--- src/rtl/pc_branch_pkg.sv ---
// Shared types for the fetch-PC / branch resolution unit: branch conditions,
// FSM states and instruction size.
package pc_branch_pkg;

  typedef enum logic [2:0] {
    BR_EQ  = 3'b000,
    BR_NE  = 3'b001,
    BR_LT  = 3'b100,
    BR_GE  = 3'b101,
    BR_LTU = 3'b110,
    BR_GEU = 3'b111
  } br_funct3_e;

  typedef enum logic {
    RUN   = 1'b0,
    FLUSH = 1'b1
  } state_e;

  localparam int INSN_BYTES = 4;

endpackage

--- src/rtl/branch_cmp.sv ---
// Combinational branch condition evaluator: funct3 selects the rs1/rs2 compare.
module branch_cmp
  import pc_branch_pkg::*;
#(
  parameter int XLEN = 32
) (
  input  logic [2:0]      funct3,
  input  logic [XLEN-1:0] rs1,
  input  logic [XLEN-1:0] rs2,
  output logic            cond_true
);

  always_comb begin
    cond_true = 1'b0;
    case (funct3)
      BR_EQ:   cond_true = (rs1 == rs2);
      BR_NE:   cond_true = (rs1 != rs2);
      BR_LT:   cond_true = ($signed(rs1) < $signed(rs2));
      BR_GE:   cond_true = ($signed(rs1) >= $signed(rs2));
      BR_LTU:  cond_true = (rs1 < rs2);
      BR_GEU:  cond_true = (rs1 >= rs2);
      default: cond_true = 1'b0;  // 010/011 are not branch encodings
    endcase
  end

endmodule

--- src/rtl/pc_branch_unit.sv ---
// Fetch-PC register plus branch/jump resolution with a wrong-path squash window.
// Define BRANCH_PERF_EN to add saturating branch/taken event counters.
module pc_branch_unit
  import pc_branch_pkg::*;
#(
  parameter int              XLEN         = 32,
  parameter logic [XLEN-1:0] RESET_PC     = '0,
  parameter logic [XLEN-1:0] TRAP_PC      = XLEN'('h100),
  parameter int              FLUSH_CYCLES = 2
) (
  input  logic            clk,
  input  logic            rst,
  input  logic            stall_i,
  input  logic            ex_valid_i,
  input  logic            ex_branch_i,
  input  logic            ex_jal_i,
  input  logic            ex_jalr_i,
  input  logic [2:0]      ex_funct3_i,
  input  logic [XLEN-1:0] ex_pc_i,
  input  logic [XLEN-1:0] ex_rs1_i,
  input  logic [XLEN-1:0] ex_rs2_i,
  input  logic [XLEN-1:0] ex_imm_i,
  output logic [XLEN-1:0] pc_o,
  output logic            fetch_valid_o,
  output logic            flush_o,
  output logic            ex_taken_o,
  output logic [XLEN-1:0] link_o,
  output logic            misalign_o,
  output logic [XLEN-1:0] trap_addr_o,
  output state_e          dbg_state_o
`ifdef BRANCH_PERF_EN
  ,
  output logic [63:0]     br_cnt_o,
  output logic [63:0]     taken_cnt_o
`endif
);

  localparam int CW = (FLUSH_CYCLES > 1) ? $clog2(FLUSH_CYCLES) : 1;
  localparam logic [XLEN-1:0] STEP = XLEN'(INSN_BYTES);

  state_e          state;
  logic [CW-1:0]   cnt;
  logic [XLEN-1:0] pc;
  logic            fv;
  logic            mis;
  logic [XLEN-1:0] trap_addr;
  logic            accepted;
  logic            cond_true;
  logic            taken;
  logic [XLEN-1:0] target;

  branch_cmp #(.XLEN(XLEN)) u_cmp (
    .funct3    (ex_funct3_i),
    .rs1       (ex_rs1_i),
    .rs2       (ex_rs2_i),
    .cond_true (cond_true)
  );

  // Handshake: fetch_valid_o qualifies pc_o each cycle (no back-pressure other
  // than stall_i); ex_valid_i qualifies ex_* and is only consumed in RUN.
  assign accepted = ex_valid_i && (state == RUN);
  assign taken    = accepted && (ex_jal_i || ex_jalr_i || (ex_branch_i && cond_true));

  always_comb begin
    target = ex_pc_i + ex_imm_i;
    if (!ex_jal_i && ex_jalr_i) target = (ex_rs1_i + ex_imm_i) & ~XLEN'(1);
  end

  always_ff @(posedge clk) begin
    if (rst) begin
      state     <= RUN;
      cnt       <= '0;
      pc        <= RESET_PC;
      fv        <= 1'b0;
      mis       <= 1'b0;
      trap_addr <= '0;
    end else begin
      fv  <= 1'b1;
      mis <= 1'b0;
      if (taken) begin
        state <= FLUSH;
        cnt   <= CW'(FLUSH_CYCLES - 1);
        if (target[1]) begin
          pc        <= TRAP_PC;
          mis       <= 1'b1;
          trap_addr <= target;
        end else begin
          pc <= target;
        end
      end else if (state == FLUSH) begin
        if (!stall_i) begin
          pc <= pc + STEP;
          if (cnt == '0) state <= RUN;
          else cnt <= cnt - CW'(1);
        end
      end else if (!stall_i && fv) begin
        // The first cycle out of reset presents RESET_PC itself as a valid fetch.
        pc <= pc + STEP;
      end
    end
  end

  assign pc_o          = pc;
  assign fetch_valid_o = fv;
  assign flush_o       = (state == FLUSH);
  assign ex_taken_o    = taken;
  assign link_o        = ex_pc_i + STEP;
  assign misalign_o    = mis;
  assign trap_addr_o   = trap_addr;
  assign dbg_state_o   = state;

`ifdef BRANCH_PERF_EN
  logic [63:0] br_cnt;
  logic [63:0] taken_cnt;
  logic        ctrl;

  assign ctrl = ex_branch_i || ex_jal_i || ex_jalr_i;

  always_ff @(posedge clk) begin
    if (rst) begin
      br_cnt    <= '0;
      taken_cnt <= '0;
    end else begin
      if (accepted && ctrl && (br_cnt != '1)) br_cnt <= br_cnt + 64'd1;
      if (taken && (taken_cnt != '1)) taken_cnt <= taken_cnt + 64'd1;
    end
  end

  assign br_cnt_o    = br_cnt;
  assign taken_cnt_o = taken_cnt;
`endif

endmodule

--- config.mk ---
export PLATFORM = sky130hd
export DESIGN_NAME = pc_branch_unit
export DESIGN_NICKNAME = d
export VERILOG_FILES = /design/src/rtl/pc_branch_pkg.sv /design/src/rtl/branch_cmp.sv /design/src/rtl/pc_branch_unit.sv
export SDC_FILE = /design/constraint.sdc
export NUM_CORES = 1
export LEC_CHECK = 0
export CAP_MARGIN = 25
export CORE_MARGIN = 4
export CORE_UTILIZATION = 46
export CTS_CLUSTER_SIZE = 14
export DETAILED_ROUTE_END_ITERATION = 7
export PLACE_DENSITY = 0.9
export SYNTH_ARGS = -nofsm -noshare
export SYNTH_HDL_FRONTEND = slang
export SYNTH_SLANG_ARGS = --single-unit
--- constraint.sdc ---
create_clock -name clk -period 10.85 [get_ports clk]
set_clock_uncertainty 0.05 [all_clocks]
set_input_delay 2.7125 -clock clk [delete_from_list [all_inputs] [get_ports clk]]
set_output_delay 2.7125 -clock clk [all_outputs]
set_load 0.1 [all_outputs]
Word-level counts from Yosys, hierarchy flattened --
Cells that the tools add are included. W data, S select, Z words.
Storage, ports and cells: flip-flop bits (word level) 68, bits of input ports 138, output and inout bits 101, word-level logic and storage cells 59
Operators by class: $add $sub $neg 5, order comparisons 4, equality and inequality tests 9, muxes and demuxes 17, bitwise gates (word level) 2, reductions and logical operators 16
Operators with widths (count):
- $mux W32 | 6
- $add A32 B3 Y32 const B | 2
- $add A32 B32 Y32 | 2
- $ge A32 B32 Y1 | 2
- $lt A32 B32 Y1 | 2
- $eq A32 B32 Y1 | 1
- $ne A32 B32 Y1 | 1
- $eq A3 B3 Y1 const B | 4
- $mux W1 | 10
- $pmux W1 S6 | 1
- $reduce_and A2 Y1 | 3
- $logic_and A1 B1 Y1 | 5
- $eq A3 B1 Y1 const B | 1
- $logic_not A3 Y1 | 1
- $ne A3 B3 Y1 const B | 1
- $reduce_bool A3 Y1 | 1
- $logic_not A1 Y1 | 2
- $logic_or A1 B1 Y1 | 2
- $ne A2 B1 Y1 const B | 1
- $not A1 Y1 | 2
- $reduce_bool A2 Y1 | 1
- $reduce_or A2 Y1 | 1
- $sub A1 B1 Y1 const B | 1

Logic depth before layout (Yosys ltp) --
Gate-level depths: netlist of run 1.
depth in word-level cells 7, mapped depth 15

By module --
Synthesis of run 1 repeated with hierarchy kept, for this count alone.
Second synthesis, totals: cell total of the unflattened synthesis 1108, area total of the unflattened synthesis 8023.9 um^2
Modules (own cells, without submodules):
- pc_branch_unit | instances 1, cells an instance 980, area an instance 7100.6 um^2, seq. area each 1341.3 um^2
- branch_cmp | instances 1, cells an instance 128, area an instance 923.4 um^2, seq. area each 0.0 um^2

Least setup slack after synthesis of run 1 --
Ideal clock, no wire load.
kind input to output, from input ex_pc_i[4], to output link_o[29], arrival 5.666 ns, required time 8.088 ns, slack 2.421 ns, stages on the path 10, path buffers 0, cells stage by stage and3_1 and3_1 and2_1 nand4_1 nor2_1 and3_1 inv_1 nor2_1 nand4_1 xnor2_1
On the way: longest elaborated chain between the ends 1
Ends and longest elaborated chain:
- from (decl) | RTL line pc_branch_unit.sv:19 | input logic [XLEN-1:0] ex_pc_i,
- $add A32 B3 Y32 | RTL line pc_branch_unit.sv:107 | assign link_o = ex_pc_i + STEP;
- to (decl) | RTL line pc_branch_unit.sv:27 | output logic [XLEN-1:0] link_o,
Every way passes these cells.

Final worst setup path of run 1 --
Same ends and word-level chain as after synthesis.

==> reports/metrics.csv, run 1 <==
metric,value,unit
run status,"finished, final reports clean",
worst endpoint required time,8090,ps
detailed-route wire length per cell,17.1,um
Post-CTS Hold Fix Bufs,0,
#FFs+latches synth,67,
IO Count,239,
simple-gate share of the synthesized area,25.9,%
async set or reset register ratio after synthesis,0,%
Avg Vias per Cell,5.78,
highest net fanout along the worst path,5,
clock insertion delay at the later pin of the skew report,330,ps
syn nets,1304,
row count,47,
Overall Power,1270,uW
remaining antenna violation count,0,
DR vias,8699,
Fmax achieved,107,MHz
unrepaired setup endpoints after global routing,false,
startpoint kind of the worst setup timing path,input pin,
Clock Pin Slew Worst Setup and Hold Paths,50,ps
Layout Cell Area excl Fill,10500,sq um
count of distinct cell types in the synthesized netlist,68,
chip height,138,um
number of iterations in the first detailed-routing pass,5,
Main synth FF type,dfxtp_1,
net switching power figure,605,uW
max capacitance violation total,0,
final critical-path share of the clock period,86.3,%
horizontal die dimension,138,um
fraction of layout cells with a size suffix above 1,2.72,%
Worst VDD drop,0.139,mV
placed cell area,10200,sq um
final WL,25700,um
CORE AREA,16500,sq um
power density of the placed cells,121,nW/um^2
# Post-CTS Setup Buffers,0,
cell breakdown of the critical path,clkdlybuf4s50_1 -> and3_1 -> and3_1 -> and2_1 -> nand4_1 -> nor2_1 -> and3_1 -> inv_1 -> nor2_1 -> nand4_1 -> xnor2_1 -> clkdlybuf4s50_1,
number of sinks on the clock net,67,
path type of the worst setup path,input pin to output port,
Detailed Route Iter0 Violations,712,
Area growth syn-to-layout,35.9,%
Max Slew Vio Count,0,
worst setup timing slack at the placement stage,1480,ps
proportion of power drawn by combinational gates,56.3,%
CTS tree,yes,
multiplexer fraction of the synthesized cell area,1.16,%
Setup-failing EPs final,0,
Critical Path AT,6600,ps
full die area,19000,sq um
CP max stage delay,1150,ps
DRC,0,
quantity of I/O buffers inserted on ports,237,
highest-delay cell along the critical path,clkdlybuf4s50_1,
remaining global-route overflow,0,
relative slew slack,31.0,%
Clock Tree Buf Depth,2,
cells after synthesis,1069,
synthesized area per cell,7.24,sq um
post-synthesis xor/xnor area fraction,11.4,%
via count of the first global-routing pass,8230,
total routing usage reported by global routing,26.0,%
dominant cell type by count on the critical path,and3_1,
core utilization of the finished layout,63.6,%
global placer's final weighted congestion,0.941,
adder and majority cell fraction of the synthesized area,15.9,%
worst-case setup margin in the final layout,1480,ps
number of synthesized flops with an enable pin,0,
Leakage Power,0.00432,uW
Root Buffer Master,clkbuf_16,
H-tree depth,3,
Final Hold Vio Count,0,
aggregate negative setup slack,0,ps
post-cts repair resize count,0,
element type at the critical path end,output port,
Filler Cells Inserted,1421,
Reg power frac,23.0,%
proportion of power drawn by the clock network,20.7,%
switching part of the total power,47.6,%
post-synthesis compound-gate area fraction,23.0,%
Inserted Clock Buffers,9,
cell area after synthesis,7740,sq um
portion of the post-synthesis area used by sequential elements,17.3,%
"Net count, final",1517,
Internal Power,667,uW
number of antenna violations at the first check in global routing,0,
initial core utilization,46.8,%
Slew @ Worst Pin,1030,ps
maximum number of pins on one net before global-route repair,61,
dominant combinational cell family by area after synthesis,simple AND/OR/NAND/NOR gates,
first-pass GRT wire length,39900,um
placed wire-length estimate,21500,um
min cycle time layout,9370,ps
hold crit path type,register to register,
Ys Warns,0,
# diodes,0,
-- power groups by stage --
stage | logic, uW | registers [uW] | clock network [uW]
floorplan | 337 | 462 | 0
global placement | 696 | 296 | 0
detailed placement | 708 | 297 | 0
CTS | 711 | 292 | 264
global route | 764 | 295 | 275
finish | 716 | 293 | 263
-- cell type report --
type / count / area [sq um] / share of cell area (%)
clock buffer: 11 / 253 / 2.40
clock inverter: 3 / 15.0 / 0.143
inverter: 54 / 203 / 1.93
multi-input combinational: 907 / 6000 / 57.0
sequential: 67 / 1340 / 12.8
tap: 220 / 275 / 2.62
timing repair buffer: 243 / 2430 / 23.1
-- layer usage --
metal | up-vias | GRT usage, % | share of wire (%)
met5 | - | 0 | 0
met4 | 0 | 7.90 | 2.7
met3 | 49 | 3.69 | 7.3
met2 | 369 | 43.5 | 46
met1 | 3989 | 34.5 | 44
li1 | 4292 | - | -
-- cell usage after synthesis, types with 5 or more instances --
| cell type | number | area (sq um) |
|---|---|---|
| dfxtp_1 | 67 | 1340 |
| o211ai_1 | 7 | 52.6 |
| buf_2 | 8 | 40.0 |
| nand3_1 | 44 | 220 |
| o21bai_1 | 10 | 75.1 |
| or3_1 | 5 | 31.3 |
| o221ai_1 | 5 | 43.8 |
| nor3_1 | 37 | 185 |
| nor4_1 | 5 | 31.3 |
| o21a_1 | 5 | 37.5 |
| nand2_1 | 79 | 297 |
| xnor2_1 | 60 | 526 |
| and2_1 | 9 | 56.3 |
| a21o_1 | 27 | 203 |
| inv_1 | 54 | 203 |
| and3_1 | 20 | 125 |
| ha_1 | 95 | 1190 |
| a21oi_1 | 107 | 536 |
| nor2b_1 | 9 | 56.3 |
| nor2_1 | 149 | 559 |
| and4_1 | 6 | 52.6 |
| buf_4 | 5 | 37.5 |
| a31oi_1 | 16 | 100 |
| nand4_1 | 26 | 163 |
| nand2b_1 | 11 | 68.8 |
| o21ai_0 | 40 | 200 |
| clkbuf_1 | 25 | 93.8 |
| xor2_1 | 41 | 359 |
| a21boi_0 | 5 | 37.5 |
| mux2i_1 | 9 | 90.1 |
| a211oi_1 | 23 | 173 |
-- state kept, by name, summed over array words and instances, names as in the netlist --
signal / cells
misalign_o: 1
fetch_valid_o: 1
trap_addr_o: 32
dbg_state_o: 1
pc_o: 31
cnt: 1
-- logic make-up (layout without fill, tap and decap cells) --
family	after synthesis	in the layout
flip-flops	67	67
multiplexers	9	9
adder cells (fa/ha/maj)	97	97
other	1	1
XOR/XNOR	101	101
AO/OA/AOI/OAI	282	282
buffers and inverters	95	311
AND/OR/NAND/NOR	417	417
-- layout by cell type, fill, tap and decap left out, types with 8 or more instances in the layout --
master / synthesis / final
a21oi_1: 107 / 107
nand2b_1: 11 / 11
inv_1: 54 / 54
and3_1: 20 / 20
clkbuf_16: 0 / 9
dfxtp_1: 67 / 67
o21ai_0: 40 / 40
o21bai_1: 10 / 10
xnor2_1: 60 / 60
xor2_1: 41 / 41
nand3_1: 44 / 44
mux2i_1: 9 / 9
ha_1: 95 / 95
nand4_1: 26 / 26
nor2_1: 149 / 149
clkdlybuf4s50_1: 0 / 235
nor3_1: 37 / 37
a21o_1: 27 / 27
and2_1: 9 / 9
nor2b_1: 9 / 8
nand2_1: 79 / 79
a31oi_1: 16 / 16
a211oi_1: 23 / 23
-- metrics by stage --
stage / hold slack, ps / instances
after floorplan: 442 / 1069
after global placement: 394 / 1490
after detailed placement: 399 / 1491
after CTS: 406 / 1505
after global routing: 421 / 1505
final: 405 / 1505
-- path summary, 6_finish.rpt --
check / from / to / slack (ps) / cells past startpoint
setup reg to reg: dbg_state_o / pc_o[11] / 8090 / 8
setup / recovery: ex_pc_i[4] / link_o[29] / 1480 / 12
hold reg to reg: trap_addr_o[23] / trap_addr_o[23] / 410 / 2
hold / removal: trap_addr_o[23] / trap_addr_o[23] / 410 / 2
-- critical path, delay by kind of cell --
kind | cells | cell delay, ps
AND/OR/NAND/NOR | 8 | 1930
buffers and inverters | 3 | 1780
XOR/XNOR | 1 | 170
Power figures use the tool's default switching activity.
==> inputs of run 2 (changes only) <==
--- a/config.mk
+++ b/config.mk
@@ -10,6 +10,7 @@
 export CORE_UTILIZATION = 46
 export CTS_CLUSTER_SIZE = 14
 export DETAILED_ROUTE_END_ITERATION = 7
+export GPL_ROUTABILITY_DRIVEN = 1
 export PLACE_DENSITY = 0.9
 export SYNTH_ARGS = -nofsm -noshare
 export SYNTH_HDL_FRONTEND = slang
==> constraint.sdc (replaced) <==
create_clock -name clk -period 12 [get_ports clk]
set_clock_uncertainty 0.05 [all_clocks]
set_input_delay 3 -clock clk [delete_from_list [all_inputs] [get_ports clk]]
set_output_delay 3 -clock clk [all_outputs]
set_load 0.1 [all_outputs]
==> reports/metrics.csv, run 2 (synthesis gave the netlist of run 1 again) <==
metric,value,unit,change
reg2reg start,dbg_state_o,,
endpoint of the worst-slack reg-to-reg timing path,pc_o[11],,
cell breakdown of the critical path,clkdlybuf4s50_1 -> ha_1 -> nand3_1 -> nor3_1 -> and3_1 -> nor2b_1 -> nand2_1 -> xnor2_1 -> clkdlybuf4s50_1,,
path type of the worst setup path,input pin to output port,,
full die area,19000,sq um,unchanged
fraction of layout cells with a size suffix above 1,2.80,%,+0.073 points
dominant cell type by count on the critical path,clkdlybuf4s50_1,,
"top library cells by usage in the layout, fill and taps aside","235 x clkdlybuf4s50_1, 149 x nor2_1, 107 x a21oi_1",,
# diodes,0,,unchanged
maximum number of pins on one net before global-route repair,61,,unchanged
CTS tree,yes,,
row count,47,,unchanged
max reg flops,32,,unchanged
quantity of I/O buffers inserted on ports,237,,unchanged
"most common cell after layout, fill and taps aside",clkdlybuf4s50_1,,
Final Hold Vio Count,0,,unchanged
min cycle time layout,9870,ps,
CP max stage delay,1160,ps,about the same
first-pass GRT wire length,40400,um,+1.2%
post-cts repair resize count,0,,unchanged
global placer's final weighted congestion,0.941,,about the same
IO Count,239,,unchanged
number of sinks on the clock net,67,,unchanged
clock insertion delay at the later pin of the skew report,340,ps,about the same
aggregate negative setup slack,0,ps,unchanged
worst reg2reg setup slack,9210,ps,+1120 ps
Clock Tree Buf Depth,2,,unchanged
Filler Cells Inserted,1418,,-0.21%
placed wire-length estimate,21500,um,about the same
max capacitance violation total,0,,unchanged
Detailed Route Iter0 Violations,688,,-3.4%
hold crit path type,register to register,,
Post-CTS Hold Fix Bufs,0,,unchanged
worst endpoint required time,8950,ps,+860 ps
DRC,0,,unchanged
Area growth syn-to-layout,36.3,%,
Root Buffer Master,clkbuf_16,,
via count of the first global-routing pass,8271,,+0.50%
footprint of the multi-input gates,6000,sq um,unchanged
Slew @ Worst Pin,1020,ps,-11.1 ps
relative slew slack,31.8,%,+0.74 points
remaining global-route overflow,0,,unchanged
run status,"finished, final reports clean",,
"Net count, final",1517,,unchanged
DR vias,8793,,+1.1%
post-route non-filler standard cell count,1507,,+0.13%
highest net fanout along the worst path,5,,unchanged
startpoint kind of the worst setup timing path,input pin,,
Fmax achieved,101,MHz,
Clock Pin Slew Worst Setup and Hold Paths,50,ps,about the same
number of cells traversed by the worst hold path,2,,unchanged
remaining antenna violation count,0,,unchanged
initial core utilization,46.8,%,unchanged
Setup-failing EPs final,0,,unchanged
register cell area after layout,1340,sq um,unchanged
number of cell instances on the worst register-to-register path,8,,unchanged
# Post-CTS Setup Buffers,0,,unchanged
final critical-path share of the clock period,82.3,%,
detailed-route wire length per cell,17.3,um,+1.2%
total routing usage reported by global routing,26.4,%,+0.43 points
core utilization of the finished layout,63.8,%,+0.17 points
Leakage Power,0.00433,uW,+0.19%
Inserted Clock Buffers,9,,unchanged
horizontal die dimension,138,um,unchanged
Critical Path AT,6820,ps,+220 ps
number of antenna violations at the first check in global routing,0,,unchanged
number of iterations in the first detailed-routing pass,5,,unchanged
power density of the placed cells,111,nW/um^2,-7.9%
chip height,138,um,unchanged
highest-delay cell along the critical path,clkdlybuf4s50_1,,
Worst VDD drop,0.0981,mV,-29%
unrepaired setup endpoints after global routing,false,,
startpoint of the lowest-slack hold path,trap_addr_o[23],,
final WL,26100,um,+1.3%
number of placed instances with taps included,1491,,unchanged
worst hold path endpoint,trap_addr_o[23],,
Max Slew Vio Count,0,,unchanged
CORE AREA,16500,sq um,unchanged
element type at the critical path end,output port,,
Avg Vias per Cell,5.83,,+0.95%
H-tree depth,3,,unchanged
-- run 2: worst max path at each step --
stage | end | cells after the start | startpoint | slack, ps
after global placement | link_o[28] | 9 | ex_pc_i[2] | 2180
after CTS | link_o[29] | 12 | ex_pc_i[4] | 2090
after global routing | link_o[29] | 12 | ex_pc_i[4] | 1870
after floorplan | link_o[29] | 10 | ex_pc_i[4] | 3000
after detailed placement | link_o[29] | 12 | ex_pc_i[4] | 2110
final | link_o[30] | 9 | ex_pc_i[2] | 2130
-- run 2: cell type report --
cell class	count	share of cell area [%]
clock buffers	11	2.30
well taps	220	2.61
inverters	54	1.92
clock inverters	5	0.498
multi-input cells	907	56.9
repair buffers	243	23.0
flip-flops and latches	67	12.7
-- run 2: critical path, delay by kind of cell --
kind	cells	cell delay (ps)
xor gates and xnor gates	1	160
buffers and inverters	2	1740
and+or+nand+nor	5	1650
adders and majority gates	1	270
-- run 2: report_power, final --
| group | switching (uW) | internal [uW] |
|---|---|---|
| clock | 95.9 | 165 |
| sequential | 20.2 | 245 |
| combinational | 438 | 211 |
| total | 554 | 621 |
-- run 2: per-stage QoR --
step | hold slack (ps) | area, sq um | setup WS (ps) | power (uW)
6_report | 418 | 10500 | 2130 | 1170
5_1_grt | 428 | 10500 | 1870 | 1230
4_1_cts | 413 | 10500 | 2090 | 1170
3_5_place_dp | 399 | 10200 | 2110 | 909
3_3_place_gp | 393 | 10200 | 2180 | 897
2_1_floorplan | 442 | 7740 | 3000 | 723
-- run 2: metal layers --
| layer | global-route usage, % | up-vias | wire length, um |
|---|---|---|---|
| li1 | - | 4287 | - |
| met1 | 34.5 | 4030 | 11000 |
| met2 | 44.3 | 420 | 12100 |
| met3 | 4.64 | 56 | 2300 |
| met4 | 8.01 | 0 | 737 |
| met5 | 0 | - | 0 |
==> patch 1, RTL diff (flow settings as in run 2) <==
Build with the macro `BRANCH_PERF_EN` defined.
--- a/src/rtl/pc_branch_unit.sv
+++ b/src/rtl/pc_branch_unit.sv
@@ -1,4 +1,6 @@
 // Fetch-PC register plus branch/jump resolution with a wrong-path squash window.
 // Define BRANCH_PERF_EN to add saturating branch/taken event counters.
+`define BRANCH_PERF_EN
+
 module pc_branch_unit
   import pc_branch_pkg::*;
Behaviour (old outputs only; new: br_cnt_o and taken_cnt_o): unchanged (Yosys induction, for registers that start in step).
==> patch 1 against run 2 <==
- setup slack better by 0.036 ns
- wire length is 81% higher
- count of clock-buffer cells in the layout is 6 higher
- highest routed layer is now met5
- total power is 63% higher
- cell area is 77% higher
- sequential cell count is 128 higher
- clock power is 110% higher
- critical path depth is 5 higher
- area after synthesis is 83% higher
- register-to-register slack worse by 1.1 ns
==> patch 1: results (changes against run 2) <==
placed_design:
  routabilityCongestion: 0.9775  # was 0.9410
  placed_cells_incl_taps: 2498  # was 1491
  dp_hpwl_um: 36850  # was 21520 um
clocking:
  cts.reportedPaths.clkPinSlew_ns: 0.07  # was 0.05 ns
  htreeDepth: 4  # was 3
synth:
  synth.distinct_cells: 78  # was 68
  netlist_instances: 1812  # was 1069
  sequential_element_share_of_the_synthesized_area_pct: 27.52  # was 17.34%
  synth.area.top_cells: "sky130_fd_sc_hd__dfxtp_1 28%, sky130_fd_sc_hd__ha_1 8.6%, sky130_fd_sc_hd__xnor2_1 5.4%"  # was sky130_fd_sc_hd__dfxtp_1 17%, sky130_fd_sc_hd__ha_1 15%, sky130_fd_sc_hd__nor2_1 7.2%
setup_path:
  r2r.worst_path.cells: 11  # was 8
  r2r_end: "taken_cnt_o[38]"  # was pc_o[11]
  max_stage_delay_ns: 0.54  # was 1.16 ns
  worst_path_dominant_cell_family: "simple AND/OR/NAND/NOR gates"  # was buffers and inverters
  arrival_ns: 6.79  # was 6.82 ns
  critical_path.slowest_cell: "sky130_fd_sc_hd__o311ai_2"  # was sky130_fd_sc_hd__clkdlybuf4s50_1
  worst_setup_path_endpoint: "ex_taken_o"  # was link_o[30]
  worstPathMaxFanout: 38  # was 5
  critical_path.reg2reg.startpoint: "taken_cnt_o[8]"  # was dbg_state_o
grt:
  vias_in_the_first_global_route: 14570  # was 8271
  grt_pass1_wl_um: 74790  # was 40350 um
  antenna_found_initial: 1  # was 0
  grt_max_degree: 134  # was 61
layout:
  fin_nets: 2359  # was 1517
drt:
  routed_wire_length_per_instance_um: 18.61  # was 17.29 um
  drt_wirelength_um: 47100  # was 26050 um
  drt_first_iter_violations: 1246  # was 688
  drt_pre_antenna_iters: 6  # was 5
  post_drt_via_cell_ratio: 5.947  # was 5.835
sta:
  fin_worst_hold_slack_ns: 0.4127  # was 0.4175 ns
min_path:
  startpoint_of_the_tightest_hold_check_path: "trap_addr_o[0]"  # was trap_addr_o[23]
  min_delay_worst_endpoint: "trap_addr_o[0]"  # was trap_addr_o[23]
outcome:
  run_status: "finished, final reports clean"  # unchanged
pwr:
  internal-power_mw: 1.160  # was 621.1 uW
[patch 1: power by group through the flow]
| stage | logic [mW] | clock network [mW] | registers [mW] |
|---|---|---|---|
| finish | 0.667 | 0.558 | 0.687 |
| global route | 0.708 | 0.594 | 0.690 |
| detailed placement | 0.658 | 0 | 0.702 |
| global placement | 0.649 | 0 | 0.701 |
| floorplan | 0.322 | 0 | 0.838 |
| CTS | 0.661 | 0.563 | 0.687 |
[patch 1: worst register-to-register path, delay by kind of cell (launching register included)]
kind,cells,cell delay (ns)
buffers and inverters,1,0.62
and+or+nand+nor,9,2.34
DFF,1,0.43
muxes,1,0.31
[patch 1: layer usage]
metal / up-vias / part of all wire, % / GRT usage [%]
li1: 7177 / - / -
met1: 7170 / 41 / 34.15
met2: 601 / 47 / 44.12
met3: 101 / 7.7 / 6.272
met4: 2 / 4.0 / 9.416
met5: - / 0.017 / 0
[patch 1: cell families after synthesis]
logic type / Yosys count / synth area share [%]
adder cells (fa/ha/maj): 99 / 8.837
XOR/XNOR: 163 / 10.06
multiplexers: 64 / 4.815
other: 1 / 0.02643
AO/OA/AOI/OAI: 362 / 16.42
AND/OR/NAND/NOR: 776 / 28.04
buffers and inverters: 152 / 4.286
flip-flops: 195 / 27.52
[patch 1: stage by stage]
stage	instance area, um2	power [mW]	util (%)	worst slack [ns]
after floorplan	14190	1.160	-	2.572
after global placement	18090	1.350	59.28	1.866
after detailed placement	18090	1.359	59.28	1.679
after CTS	18660	1.911	61.15	1.670
after global routing	18660	1.992	61.16	2.012
final	18660	1.912	61.16	2.164
[patch 1: final cells by class]
type / count / area (um2)
clock buffers: 17 / 425.4
clock inverters: 15 / 142.6
fillers: 2607 / 11850
inverters: 67 / 251.5
multi-input cells: 1465 / 9697
flip-flops and latches: 195 / 3904
well taps: 396 / 495.5
repair buffers: 376 / 3745
==> patch 2, RTL diff (flow settings as in run 2) <==
Made on the original files. Put one more register stage on the output `dbg_state_o`, without a reset. The value now appears one clock later. The other outputs are not delayed to match.
--- a/src/rtl/pc_branch_unit.sv
+++ b/src/rtl/pc_branch_unit.sv
@@ -108,5 +108,7 @@
   assign misalign_o    = mis;
   assign trap_addr_o   = trap_addr;
-  assign dbg_state_o   = state;
+  always_ff @(posedge clk) begin
+    dbg_state_o <= state;
+  end
 
 `ifdef BRANCH_PERF_EN
Behaviour: not the same (a bounded check fails within 4 cycles, from zero or initial values and one cycle with rst high).
==> patch 2 against run 2 <==
- critical path type unchanged
- setup slack got worse by 0.67 ns
- sequential cell count rose by 1
- total power increased by 1.1%
- cell area increased by 2.5%
- area after synthesis grew 2.8%
- wire length rose by 7.8%
- die area increased by 2.7%
==> patch 2: results (changes against run 2) <==
layout:
  non_clock_buffer_area_share_pct: 22.68  # was 23.05%
  clk_share_pct: 2.640  # was 2.801%
  regArea_um2: 1361  # was 1341 um2
  n_antenna_cell: 2  # was 0
  final_layout_size_suffix_gt1_share_pct: 3.313  # was 2.797%
  clockBufferCount: 13  # was 11
  fin_nets: 1529  # was 1517
drt:
  wl_met2_um: 13050  # was 12060 um
  dr_total_vias: 9191  # was 8793
  drt_wirelength_um: 28070  # was 26050 um
  met3WireLength_um: 2395  # was 2301 um
pwr:
  max-vdd-ir-drop_uv: 107.6  # was 98.13 uV
placed_design:
  postPlaceCellArea_um2: 10520  # was 10250 um2
  routabilityCongestion: 0.9560  # was 0.9410
  dp_hpwl_um: 23130  # was 21520 um
min_path:
  min_delay_worst_endpoint: "trap_addr_o[21]"  # was trap_addr_o[23]
setup_path:
  critical_path.reg2reg.startpoint: "pc_o[10]"  # was dbg_state_o
  critical_path.startpoint: "ex_rs1_i[31]"  # was ex_pc_i[2]
  r2r_end: "pc_o[29]"  # was pc_o[11]
  max_stage_delay_ns: 1.22  # was 1.16 ns
  worstPathMaxFanout: 33  # was 5
synth:
  synth.area.top_cells: "sky130_fd_sc_hd__dfxtp_1 17%, sky130_fd_sc_hd__ha_1 15%, sky130_fd_sc_hd__xnor2_1 6.9%"  # was sky130_fd_sc_hd__dfxtp_1 17%, sky130_fd_sc_hd__ha_1 15%, sky130_fd_sc_hd__nor2_1 7.2%
grt:
  grt_pass1_wl_um: 44530  # was 40350 um
  antenna_found_initial: 2  # was 0
  grt_max_degree: 48  # was 61
sta:
  post-route-period-util_pct: 87.86  # was 82.27%
  fmaxAchievable_mhz: 94.85  # was 101.3 MHz
outcome:
  run_status: "finished, final reports clean"  # unchanged
-- patch 2: worst max-delay path by stage --
stage,cells after the start,endpoint
after floorplan,7,link_o[25]
after global placement,11,ex_taken_o
after detailed placement,12,ex_taken_o
after CTS,12,ex_taken_o
after global routing,11,ex_taken_o
final,11,ex_taken_o
-- patch 2: worst reg2reg max path, cell delays in order, from the launching register on --
cell	delay (ns)
sky130_fd_sc_hd__dfxtp_1	0.42
sky130_fd_sc_hd__and3_1	0.23
sky130_fd_sc_hd__and3_1	0.23
sky130_fd_sc_hd__nor4b_1	0.28
sky130_fd_sc_hd__buf_4	0.22
sky130_fd_sc_hd__nor2b_1	0.36
sky130_fd_sc_hd__nand4_1	0.16
sky130_fd_sc_hd__xor2_1	0.16
sky130_fd_sc_hd__a211oi_1	0.22
-- patch 2: cells by family after synthesis --
family / after synthesis / share of synthesized area (%)
AND/OR/NAND/NOR: 391 / 23.38
other: 1 / 0.04713
multiplexers: 13 / 1.635
flip-flops: 68 / 17.11
buffers and inverters: 95 / 4.844
AO/OA/AOI/OAI: 309 / 26.20
adder cells (fa/ha/maj): 97 / 15.44
XOR/XNOR: 103 / 11.34
-- patch 2: routing by layer --
layer	track usage (%)	up-vias
met5	0	-
met4	9.784	0
met3	4.391	63
met2	45.50	495
met1	36.45	4255
li1	-	4378
-- patch 2: where the power goes --
group	internal [mW]	switching, mW
Sequential	0.248	0.0189
Clock	0.165	0.0941
Combinational	0.215	0.447
Total	0.628	0.560
